$ cat src/rtl/pio_host_bridge.sv
// ----------------------------------------------------------------------------
// pio_host_bridge
//
// Host-side initiator for the PIO command interface. Host bytes are gathered
// into 6-byte frames and each legal frame is issued as a single-cycle action
// strobe carrying mindex/index/din. A pull (action 3) waits RD_LAT cycles
// from the strobe, captures dout, and streams it back as 4 bytes, LSB first.
//
// Frame layout (arrival order):
//   B0[3:0] action, B0[5:4] mindex, B0[7:6] unused
//   B1[4:0] index,  B1[7:5] unused
//   B2..B5  din, little-endian (B2 = din[7:0])
//
// Handshakes: a byte moves on a rising clk edge where valid and ready are
// both high. A source holds valid and its data stable until that edge, and
// neither valid nor ready ever depends combinationally on the other side.
// Here rx_ready and tx_valid are plain registers driven only by the FSM.
//
// Ports:
//   clk, reset            clock; synchronous active-high reset
//   rx_data/valid/ready   host byte stream in
//   tx_data/valid/ready   response byte stream out
//   action                PIO action code, nonzero for one cycle per frame
//   mindex, index, din    PIO command fields, held after the strobe
//   dout                  PIO read data, sampled RD_LAT cycles after a pull
//   busy                  high outside COLLECT or while a frame is partial
//   err                   one-cycle pulse on frame timeout or illegal action
//
// Parameters:
//   TIMEOUT  inter-byte gap limit (cycles) inside a partial frame; 0 = off
//   RD_LAT   cycles from pull strobe to valid dout (>= 1)
// ----------------------------------------------------------------------------
module pio_host_bridge #(
    parameter int TIMEOUT = 100000,
    parameter int RD_LAT  = 2
) (
    input  logic        clk,
    input  logic        reset,
    input  logic [7:0]  rx_data,
    input  logic        rx_valid,
    output logic        rx_ready,
    output logic [7:0]  tx_data,
    output logic        tx_valid,
    input  logic        tx_ready,
    output logic [3:0]  action,
    output logic [1:0]  mindex,
    output logic [4:0]  index,
    output logic [31:0] din,
    input  logic [31:0] dout,
    output logic        busy,
    output logic        err
);

    localparam logic [1:0] ST_COLLECT = 2'd0;
    localparam logic [1:0] ST_ISSUE   = 2'd1;
    localparam logic [1:0] ST_WAIT_RD = 2'd2;
    localparam logic [1:0] ST_RESP    = 2'd3;

    // Gap counter only needs to reach TIMEOUT-1: the drop happens on the
    // edge where it would have reached TIMEOUT.
    localparam int              TW       = (TIMEOUT > 1) ? $clog2(TIMEOUT) : 1;
    localparam logic [TW-1:0]   TMO_LAST = TW'((TIMEOUT > 0) ? (TIMEOUT - 1) : 0);
    localparam int              RW       = $clog2(RD_LAT + 1);
    localparam logic [RW-1:0]   RD_LAST  = RW'(RD_LAT);

    logic [1:0]    state;
    logic [2:0]    byte_cnt;
    logic [TW-1:0] tmo_cnt;
    logic [RW-1:0] rd_cnt;
    logic [3:0]    act_q;
    logic [1:0]    mi_q;
    logic [4:0]    idx_q;
    logic [23:0]   din_q;     // B2..B4 shifted in from the top
    logic [23:0]   resp_q;    // response bytes still to send after tx_data
    logic [1:0]    tx_idx;

    logic accept;
    assign accept = rx_valid & rx_ready;

    assign busy = (state != ST_COLLECT) || (byte_cnt != 3'd0);

    always_ff @(posedge clk) begin
        if (reset) begin
            state    <= ST_COLLECT;
            byte_cnt <= 3'd0;
            tmo_cnt  <= '0;
            rd_cnt   <= '0;
            act_q    <= 4'd0;
            mi_q     <= 2'd0;
            idx_q    <= 5'd0;
            din_q    <= 24'd0;
            resp_q   <= 24'd0;
            tx_idx   <= 2'd0;
            rx_ready <= 1'b1;
            tx_valid <= 1'b0;
            tx_data  <= 8'd0;
            action   <= 4'd0;
            mindex   <= 2'd0;
            index    <= 5'd0;
            din      <= 32'd0;
            err      <= 1'b0;
        end else begin
            // Strobes and error pulses last one cycle unless re-asserted.
            err    <= 1'b0;
            action <= 4'd0;

            case (state)
                ST_COLLECT: begin
                    if (accept) begin
                        tmo_cnt <= '0;
                        case (byte_cnt)
                            3'd0: begin
                                act_q <= rx_data[3:0];
                                mi_q  <= rx_data[5:4];
                            end
                            3'd1:             idx_q <= rx_data[4:0];
                            3'd2, 3'd3, 3'd4: din_q <= {rx_data, din_q[23:8]};
                            default: ;
                        endcase

                        if (byte_cnt == 3'd5) begin
                            // Last byte goes straight to din without a stop in din_q.
                            byte_cnt <= 3'd0;
                            if (act_q >= 4'd11) begin
                                err <= 1'b1;
                            end else if (act_q != 4'd0) begin
                                state    <= ST_ISSUE;
                                rx_ready <= 1'b0;
                                action   <= act_q;
                                mindex   <= mi_q;
                                index    <= idx_q;
                                din      <= {rx_data, din_q};
                            end
                        end else begin
                            byte_cnt <= byte_cnt + 3'd1;
                        end
                    end else if ((TIMEOUT != 0) && (byte_cnt != 3'd0)) begin
                        if (tmo_cnt == TMO_LAST) begin
                            byte_cnt <= 3'd0;
                            tmo_cnt  <= '0;
                            err      <= 1'b1;
                        end else begin
                            tmo_cnt <= tmo_cnt + 1'b1;
                        end
                    end
                end

                ST_ISSUE: begin
                    // action still holds the code issued this cycle.
                    if (action == 4'd3) begin
                        state  <= ST_WAIT_RD;
                        rd_cnt <= RW'(1);
                    end else begin
                        state    <= ST_COLLECT;
                        rx_ready <= 1'b1;
                    end
                end

                ST_WAIT_RD: begin
                    // rd_cnt = cycles elapsed since the strobe cycle.
                    if (rd_cnt == RD_LAST) begin
                        tx_data  <= dout[7:0];
                        resp_q   <= dout[31:8];
                        tx_idx   <= 2'd0;
                        tx_valid <= 1'b1;
                        state    <= ST_RESP;
                    end else begin
                        rd_cnt <= rd_cnt + 1'b1;
                    end
                end

                ST_RESP: begin
                    if (tx_ready) begin
                        if (tx_idx == 2'd3) begin
                            tx_valid <= 1'b0;
                            state    <= ST_COLLECT;
                            rx_ready <= 1'b1;
                        end else begin
                            tx_idx  <= tx_idx + 2'd1;
                            tx_data <= resp_q[7:0];
                            resp_q  <= {8'd0, resp_q[23:8]};
                        end
                    end
                end

                default: begin
                    state    <= ST_COLLECT;
                    rx_ready <= 1'b1;
                end
            endcase
        end
    end

endmodule

$ cat config.mk
export PLATFORM = sky130hd
export DESIGN_NAME = pio_host_bridge
export DESIGN_NICKNAME = d
export VERILOG_FILES = /design/src/rtl/pio_host_bridge.sv
export SDC_FILE = /design/constraint.sdc
export NUM_CORES = 1
export LEC_CHECK = 0
export ABC_AREA = 1
export CORE_MARGIN = 4
export CORE_UTILIZATION = 30
export DETAILED_ROUTE_END_ITERATION = 12
export GPL_ROUTABILITY_DRIVEN = 1
export SLEW_MARGIN = 5
export SYNTH_ARGS = -nofsm -noshare
export SYNTH_HDL_FRONTEND = slang
export SYNTH_SLANG_ARGS = --single-unit
export TNS_END_PERCENT = 1
$ cat constraint.sdc
create_clock -name clk -period 1.4 [get_ports clk]
set_input_delay 0.28 -clock clk [delete_from_list [all_inputs] [get_ports clk]]
set_output_delay 0.28 -clock clk [all_outputs]
set_load 0.02 [all_outputs]
# --- Word level (Yosys, flattened, before mapping) ---
# Cells that the tools add are included.
word_totals:
  register_bits: 139
  output_inout_bits: 55
  elab_cells: 125
op_classes:
  addsub: 4
  n_lt_le_gt_ge: 1
  eq_ne: 23
  n_mux: 48
  bitwise_logic: 6
  reduce_logical: 25
ops:
  columns: ["operator", "n"]
  rows:
  - ["$mux W24", 3]
  - ["$mux W17", 3]
  - ["$pmux W24 S2", 1]
  - ["$mux W2", 13]
  - ["$mux W8", 3]
  - ["$ne A2 B2 Y1 const B", 11]
  - ["$add A17 B1 Y17 const B", 1]
  - ["$eq A17 B17 Y1 const B", 1]
  - ["$pmux W8 S2", 1]
  - ["$mux W1", 15]
  - ["$reduce_and A3 Y1", 5]
  - ["$mux W3", 4]
  - ["$reduce_bool A2 Y1", 5]
  - ["$eq A2 B2 Y1 const B", 4]
  - ["$pmux W2 S2", 2]
  - ["$pmux W2 S4", 1]
  - ["$reduce_and A4 Y1", 2]
  - ["$reduce_and A8 Y1", 1]
  - ["$reduce_and A7 Y1", 1]
  - ["$eq A3 B2 Y1 const B", 2]
  - ["$eq A3 B3 Y1 const B", 2]
  - ["$reduce_bool A3 Y1", 2]
  - ["$reduce_or A6 Y1", 1]
  - ["$not A1 Y1", 5]
  - ["other kinds (17)", 18]

# --- Depth between registers and ports, before layout ---
# Gate-level depths: netlist (run 1).
logic_depth:
  depth_word: 6
  ltp_mapped: 10

# --- Worst setup path after synthesis (run 1) ---
# No wires, ideal clock.
synth_timing:
  path_type: "register to register"
  startpoint: "register rx_ready"
  endpoint: "register din[24]"
  setup_time_ps: 116
  t_arrival_ps: 1356
  path_slack_ps: -72
  stages_incl_launch_ff: 7
  path_buffers: 1
  period_less_slack_ps: 1472
  cell_sequence: "dfxtp_1 > nand2_2 > nor2_4 > nand4_4 > clkbuf_1 > o21ai_0 > nor2_1"
synth_via:
  elab_chain_cells: 2
synth_rtl:
  columns: ["item", "line", "source"]
  rows:
  - ["start, declared", "41", "output logic rx_ready,"]
  - ["start signal, assigned", "94", "rx_ready <= 1'b1;"]
  - ["start signal, assigned", "128", "rx_ready <= 1'b0;"]
  - ["start signal, assigned", "155", "rx_ready <= 1'b1;"]
  - ["$and A1 B1 Y1", "78", "assign accept = rx_valid & rx_ready;"]
  - ["$reduce_and A5 Y1 (no source line)", null, null]
  - ["end signal, assigned", "132", "din <= {rx_data, din_q};"]
  - ["end, declared", "48", "output logic [31:0] din,"]
# No other way between the ends.
# A chain may end at the register's enable or synchronous reset.

# --- Worst setup path in the final report (run 1) ---
layout_timing:
  startpoint: "register byte_cnt[1]"
  endpoint: "output port busy"
layout_via:
  elab_chain_cells: 2
layout_rtl:
  columns: ["item", "line", "source"]
  rows:
  - ["start, declared", "67", "logic [2:0] byte_cnt;"]
  - ["start signal, assigned", "135", "byte_cnt <= byte_cnt + 3'd1;"]
  - ["$reduce_bool A3 Y1", "80", "assign busy = (state != ST_COLLECT) || (byte_cnt != 3'd0);"]
  - ["$logic_or A1 B1 Y1", "80", null]
  - ["end, declared", "50", "output logic busy,"]
# No other way between the ends.

==> results by group, run 1 <==
Outcome
  – Status: finished with violations
  – Failing checks: negative setup slack

Power
  – Pwr Density: 1140 nW/µm²
  – Total power: 9630 µW
  – Peak VDD IR: 0.000990 V
  – P_leak: 0.00329 µW

Floorplan
  – Die Height: 147 µm
  – # IOs: 99
  – Chip width: 147 µm
  – Core area: 18900 µm²
  – Initial Util: 0.308
  – Die ar.: 21700 µm²
  – Row cnt: 50

Worst setup path
  – Critical path class: flip-flop to primary output
  – Worst reg2reg path startpoint: byte_cnt[0]$_SDFFE_PP0P_
  – Crit path launch: byte_cnt[1]$_SDFFE_PP0P_
  – Startpoint types: flip-flop
  – Crit path required time: 1.12 ns
  – Critical Path Sink Type: primary output
  – CP arrival: 1.27 ns
  – Worst-path fanout max: 4

GRT
  – Vias in the first global route: 5177
  – Initial antenna violation count: 0
  – First-pass GRT wire length: 25.2 mm
  – Most Crowded Layer GR: met2
  – Grt ovf: 0
  – Met3 Use GR: 0.0330
  – Gr usage total: 0.142
  – Met2 Use GR: 0.234
  – Met1 GRT Util: 0.180
  – Largest net degree at the start of global routing: 80

Logic synthesis
  – Cells after synthesis: 759
  – Register area share after synthesis: 0.479
  – Mapped Area: 5810 µm²
  – Top FF cell, synth: dfxtp_1
  – Main combinational cell family by area after synthesis: simple AND/OR/NAND/NOR gates
  – Post-synth cell types: 36
  – Largest cells by area after synthesis: dfxtp_1, nand2_1, nor2_1
  – Syn Nets: 807
  – Number of synthesized flops with an enable pin: 0
  – Synth top area share: 0.479
  – Seq cells post-synth: 139
  – Fraction of registers with async set/reset: 0
  – YS warnings: 0
  – Synth Area in Compound Gates: 0.211
  – Dominant cell type by area after synthesis: dfxtp_1
  – Adder-cell share of the synthesized area: 0.00861
  – Post-Synth XOR/XNOR Area: 0.00151
  – Simple-gate portion of the synthesized area: 0.215
  – Avg Cell Area, Syn: 7.66 µm²
  – Post-synthesis mux area share: 0

STA
  – Fin. max-slew vios: 0
  – Period minus WS final: 1.55 ns
  – Number of endpoints failing setup at the final stage: 54
  – Final Hold Fails: 0
  – Fmax: 647 MHz
  – Clock skew: 0.0106 ns
  – Worst Max-Slew Pin Slew: 0.305 ns
  – Final period utilization: 1.10
  – Setup TNS: -2.61 ns
  – Max transition margin: 0.797
  – Final worst-path setup slack: -0.146 ns
  – RSZ-0062 raised after global routing: true

Layout
  – Most frequent cells in the layout: dfxtp_1, nand2_1, nor2_1
  – Commonest non-fill, non-tap cell in the layout: dfxtp_1
  – N_diodes: 0
  – Final nets: 968
  – Layout cells sized above 1: 0.251
  – Design Area, Final: 8410 µm²
  – Synth-to-Final Area Change: 44.8%

CTS
  – Max H-tree Level: 4
  – CTS tree: done
  – Clock Sinks: 139
  – Clock-pin slew on the worst setup and hold paths: 0.06 ns
  – Worst skew pair latency: 0.42 ns
  – CTS buffer count: 17
  – Hold Buf Count CTS: 0
  – Root buffer cell: clkbuf_16
  – Max Root-Sink Buffers: 2

Detailed routing
  – DRT Pass-1 Iters: 5
  – Final ANT Viol Nets: 0
  – Routed vias/inst: 4.59
  – DR DRC count: 0
  – Drt first-iter violations: 213
  – Via count: 5473
  – Total wire length: 15.9 mm
  – WL per Instance: 13.3 µm

Hold path
  – Hold Crit Class: primary input to flip-flop
  – Min-delay src: dout[9]

Placed design
  – Placed inst area: 7540 µm²
  – Final GP Congestion: 0.836
  – HPWL Detailed: 10.8 mm
  – PortBufs: 98

Job
  – Max Cap Viol: 0
worst paths after layout:
check / to / slack, ns / cells after the start
hold reg to reg: din_q[1]$_SDFFE_PP0P_ / 0.45 / 2
setup reg to reg: din_q[2]$_SDFFE_PP0P_ / -0.09 / 9
hold / removal: resp_q[1]$_SDFFE_PP0P_ / 0.43 / 3
setup / recovery: busy / -0.15 / 3
routing by layer:
metal  wire length, µm  share of wire
met4               223          0.014
met3               579          0.036
met2              7780           0.49
met5                 0              0
met1              7340           0.46
layout make-up:
type                       count  area [µm²]
fill                        1904       10500
sequential                   139        2810
timing repair buffer         179        1710
clock buffer                  18         439
multi-input combinational    517        2700
clock inverter                14         160
tap                          260         325
inverter                      66         264
cell usage after synthesis (all sizes together) (2+ instances only):
cell type,number
nor3,5
a31oi,25
o211a,2
buf,21
o21ai,111
inv,63
nand2,132
nand4,12
dfxtp,139
nand3,27
a21oi,73
clkinv,3
clkbuf,16
a22oi,5
nor2,117
ha,4
critical path: stages (launching register included):
cell	delay, ns
dfxtp_4	0.37
nor3_4	0.21
nand2_2	0.10
buf_4	0.17
stage by stage:
stage / cells / util / hold slack (ns) / setup slack (ns)
finish: 1193 / 0.445 / 0.434 / -0.146
global placement: 1153 / 0.399 / 0.443 / -0.429
global route: 1193 / 0.445 / 0.415 / -0.214
floorplan: 759 / - / 0.415 / -0.00737
detailed placement: 1153 / 0.399 / 0.450 / -0.453
CTS: 1185 / 0.431 / 0.411 / -0.173
what timing repair did:
action | CTS | global route
pin swaps | 3 | 11
setup buffers | 0 | 1
endpoints found under the setup margin | 157 | 167
hold endpoints to repair | 0 | 0
cloned | 0 | 7
resized for setup | 113 | 110
report_power, final:
| group | internal [µW] | switching (µW) |
|---|---|---|
| Clock | 2720 | 1840 |
| Sequential | 4060 | 63.9 |
| Combinational | 452 | 495 |
| Total | 7230 | 2400 |
state kept, by name, summed over array words and instances (netlist names), 2 cells and up, named ones only:
| signal | flops |
|---|---|
| act_q | 4 |
| action | 4 |
| byte_cnt | 3 |
| din | 32 |
| din_q | 24 |
| idx_q | 5 |
| index | 5 |
| mi_q | 2 |
| mindex | 2 |
| rd_cnt | 2 |
| resp_q | 24 |
| tmo_cnt | 17 |
| tx_data | 8 |
| tx_idx | 2 |
logic make-up after synthesis:
family	count (synthesis)
compound gates	217
flops	139
xor+xnor	1
fa+ha+maj	4
simple gates	295
buf+inv	103
(Power assumes the default switching activity.)
==> run 2, diff against run 1 <==
Settings changed: CTS_CLUSTER_SIZE set to 30.
==> results of run 2 <==
The final DEF is identical to that of run 1; final timing and power are the same.
==> run 3, diff against run 2 <==
Settings changed: CELL_PAD_IN_SITES_DETAIL_PLACEMENT set to 0, CELL_PAD_IN_SITES_GLOBAL_PLACEMENT set to 1, PLACE_DENSITY_LB_ADDON set to 0.1, SKIP_LAST_GASP set to 1.
==> results by group, run 3 (same netlist as run 1, synthesis figures left out) <==
CTS
  – Worst skew pair latency: 0.42 ns
  – CTS buffer count: 17
  – Root buffer cell: clkbuf_16
  – Clock-pin slew on the worst setup and hold paths: 0.07 ns
  – Hold Buf Count CTS: 0
  – Max Root-Sink Buffers: 2
  – CTS tree: done
  – Clock Sinks: 139
  – Max H-tree Level: 4

Worst setup path
  – Crit path launch: index[3]$_SDFFE_PP0P_
  – Worst-path fanout max: 2
  – Critical path class: flip-flop to primary output
  – Crit path required time: 1.12 ns
  – Startpoint types: flip-flop
  – Bufs and invs on worst path: 1
  – CP arrival: 1.37 ns
  – Slowest cell on the critical path: clkdlybuf4s50_1
  – Critical Path Sink Type: primary output
  – Max stage delay on crit path: 0.61 ns
  – Crit-path cells: clkdlybuf4s50_1
  – Worst reg2reg path startpoint: byte_cnt[2]$_SDFFE_PP0P_
  – Cell family with most CP delay: buffers and inverters

Power
  – Cell-internal power: 6750 µW
  – Pwr Density: 1130 nW/µm²
  – Logic pwr share: 0.088
  – Clock share of power: 0.463
  – P_leak: 0.00321 µW
  – Net Switching: 2420 µW
  – Peak VDD IR: 0.000626 V
  – Switching Fraction: 0.264
  – Register share of total power: 0.449

Layout
  – Most frequent cells in the layout: dfxtp_1, nand2_1, nor2_1
  – N_diodes: 0
  – Commonest non-fill, non-tap cell in the layout: dfxtp_1
  – Largest regs: din (32), din_q (24), resp_q (24)
  – Design Area, Final: 8110 µm²
  – Max reg flops: 32
  – Layout cells sized above 1: 0.165
  – Largest reg by FF count: din
  – Final nets: 963
  – Number of fill cells: 1922
  – Fin util: 0.429
  – Synth-to-Final Area Change: 39.6%

Floorplan
  – Die ar.: 21700 µm²
  – Die Height: 147 µm
  – Row cnt: 50
  – Chip width: 147 µm
  – # IOs: 99
  – Initial Util: 0.308
  – Core area: 18900 µm²

STA
  – Final period utilization: 1.18
  – Fmax: 607 MHz
  – Fin. max-slew vios: 0
  – Period minus WS final: 1.65 ns
  – Worst Max-Slew Pin Slew: 0.325 ns
  – Final Hold Fails: 0
  – RSZ-0062 raised after global routing: true
  – Final worst-path setup slack: -0.247 ns
  – Clock skew: 0.0102 ns
  – Max transition margin: 0.783
  – Number of endpoints failing setup at the final stage: 133

Detailed routing
  – Via count: 5473
  – DRT Pass-1 Iters: 5
  – Drt first-iter violations: 315
  – Final ANT Viol Nets: 0
  – WL per Instance: 13.1 µm
  – Routed vias/inst: 4.61
  – Total wire length: 15.5 mm
  – DR DRC count: 0

Placed design
  – HPWL Detailed: 11.3 mm
  – Final GP Congestion: 0.797
  – PortBufs: 98
  – Place WS: -0.410 ns
  – Placed inst area: 7580 µm²

GRT
  – Met3 Use GR: 0.0404
  – Initial antenna violation count: 1
  – Gr usage total: 0.148
  – Most Crowded Layer GR: met2
  – First-pass GRT wire length: 26.4 mm
  – Grt ovf: 0
  – Largest net degree at the start of global routing: 61
  – Vias in the first global route: 5509
  – Met2 Use GR: 0.243
  – Met1 GRT Util: 0.188

Outcome
  – Failing checks: negative setup slack
  – Status: finished with violations

Job
  – Max Cap Viol: 0

Hold path
  – Hold Crit Class: primary input to flip-flop
  – Min-delay src: dout[22]
## run 3: metrics by stage
stage / hold slack [ns] / power (µW) / std cells / setup TNS (ns)
after detailed placement: 0.453 / 5030 / 1156 / -39.78
final: 0.423 / 9170 / 1188 / -12.39
after floorplan: 0.415 / 4610 / 759 / -0.0171
after global placement: 0.444 / 5020 / 1156 / -36.59
after CTS: 0.402 / 9320 / 1188 / -17.00
after global routing: 0.434 / 9570 / 1188 / -32.81
## run 3: power groups by stage
stage                     clock, µW  combinational (µW)  sequential (µW)
after global routing           4540                 904             4130
after detailed placement          0                 820             4210
after global placement            0                 812             4210
after floorplan                   0                 412             4200
after CTS                      4380                 817             4120
final                          4240                 807             4120
## run 3: timing repair
| item | CTS | global route |
|---|---|---|
| setup buffers | 0 | 0 |
| endpoints found under the setup margin | 167 | 193 |
| gates resized for setup | 26 | 2 |
| pin swaps | 1 | 0 |
## run 3: path summary, 6_finish.rpt
kind              depth (start not counted)  slack (ns)                 endpoint
setup / recovery                          1       -0.25                 index[3]
hold reg to reg                           2        0.46    din_q[2]$_SDFFE_PP0P_
setup reg to reg                          8       -0.13    din_q[3]$_SDFFE_PP0P_
hold / removal                            3        0.42  resp_q[14]$_SDFFE_PP0P_
## run 3: cell type report
class / count / area (µm²) / share of cell area
clock inverter: 15 / 131 / 0.0162
sequential: 139 / 2780 / 0.343
inverter: 66 / 255 / 0.0315
tap: 260 / 325 / 0.0401
clock buffer: 17 / 425 / 0.0524
multi-input combinational: 517 / 2540 / 0.314
timing repair buffer: 174 / 1650 / 0.203
## run 3: metal layers
metal,vias to the layer above,part of all wire
met3,25,0.046
met4,2,0.015
met1,2501,0.47
met5,-,0.00084
met2,105,0.46
li1,2840,-
## run 3: worst min-delay path, stage by stage
cell,delay [ns]
clkdlybuf4s50_1,0.39
nand2_1,0.06
a31oi_1,0.07
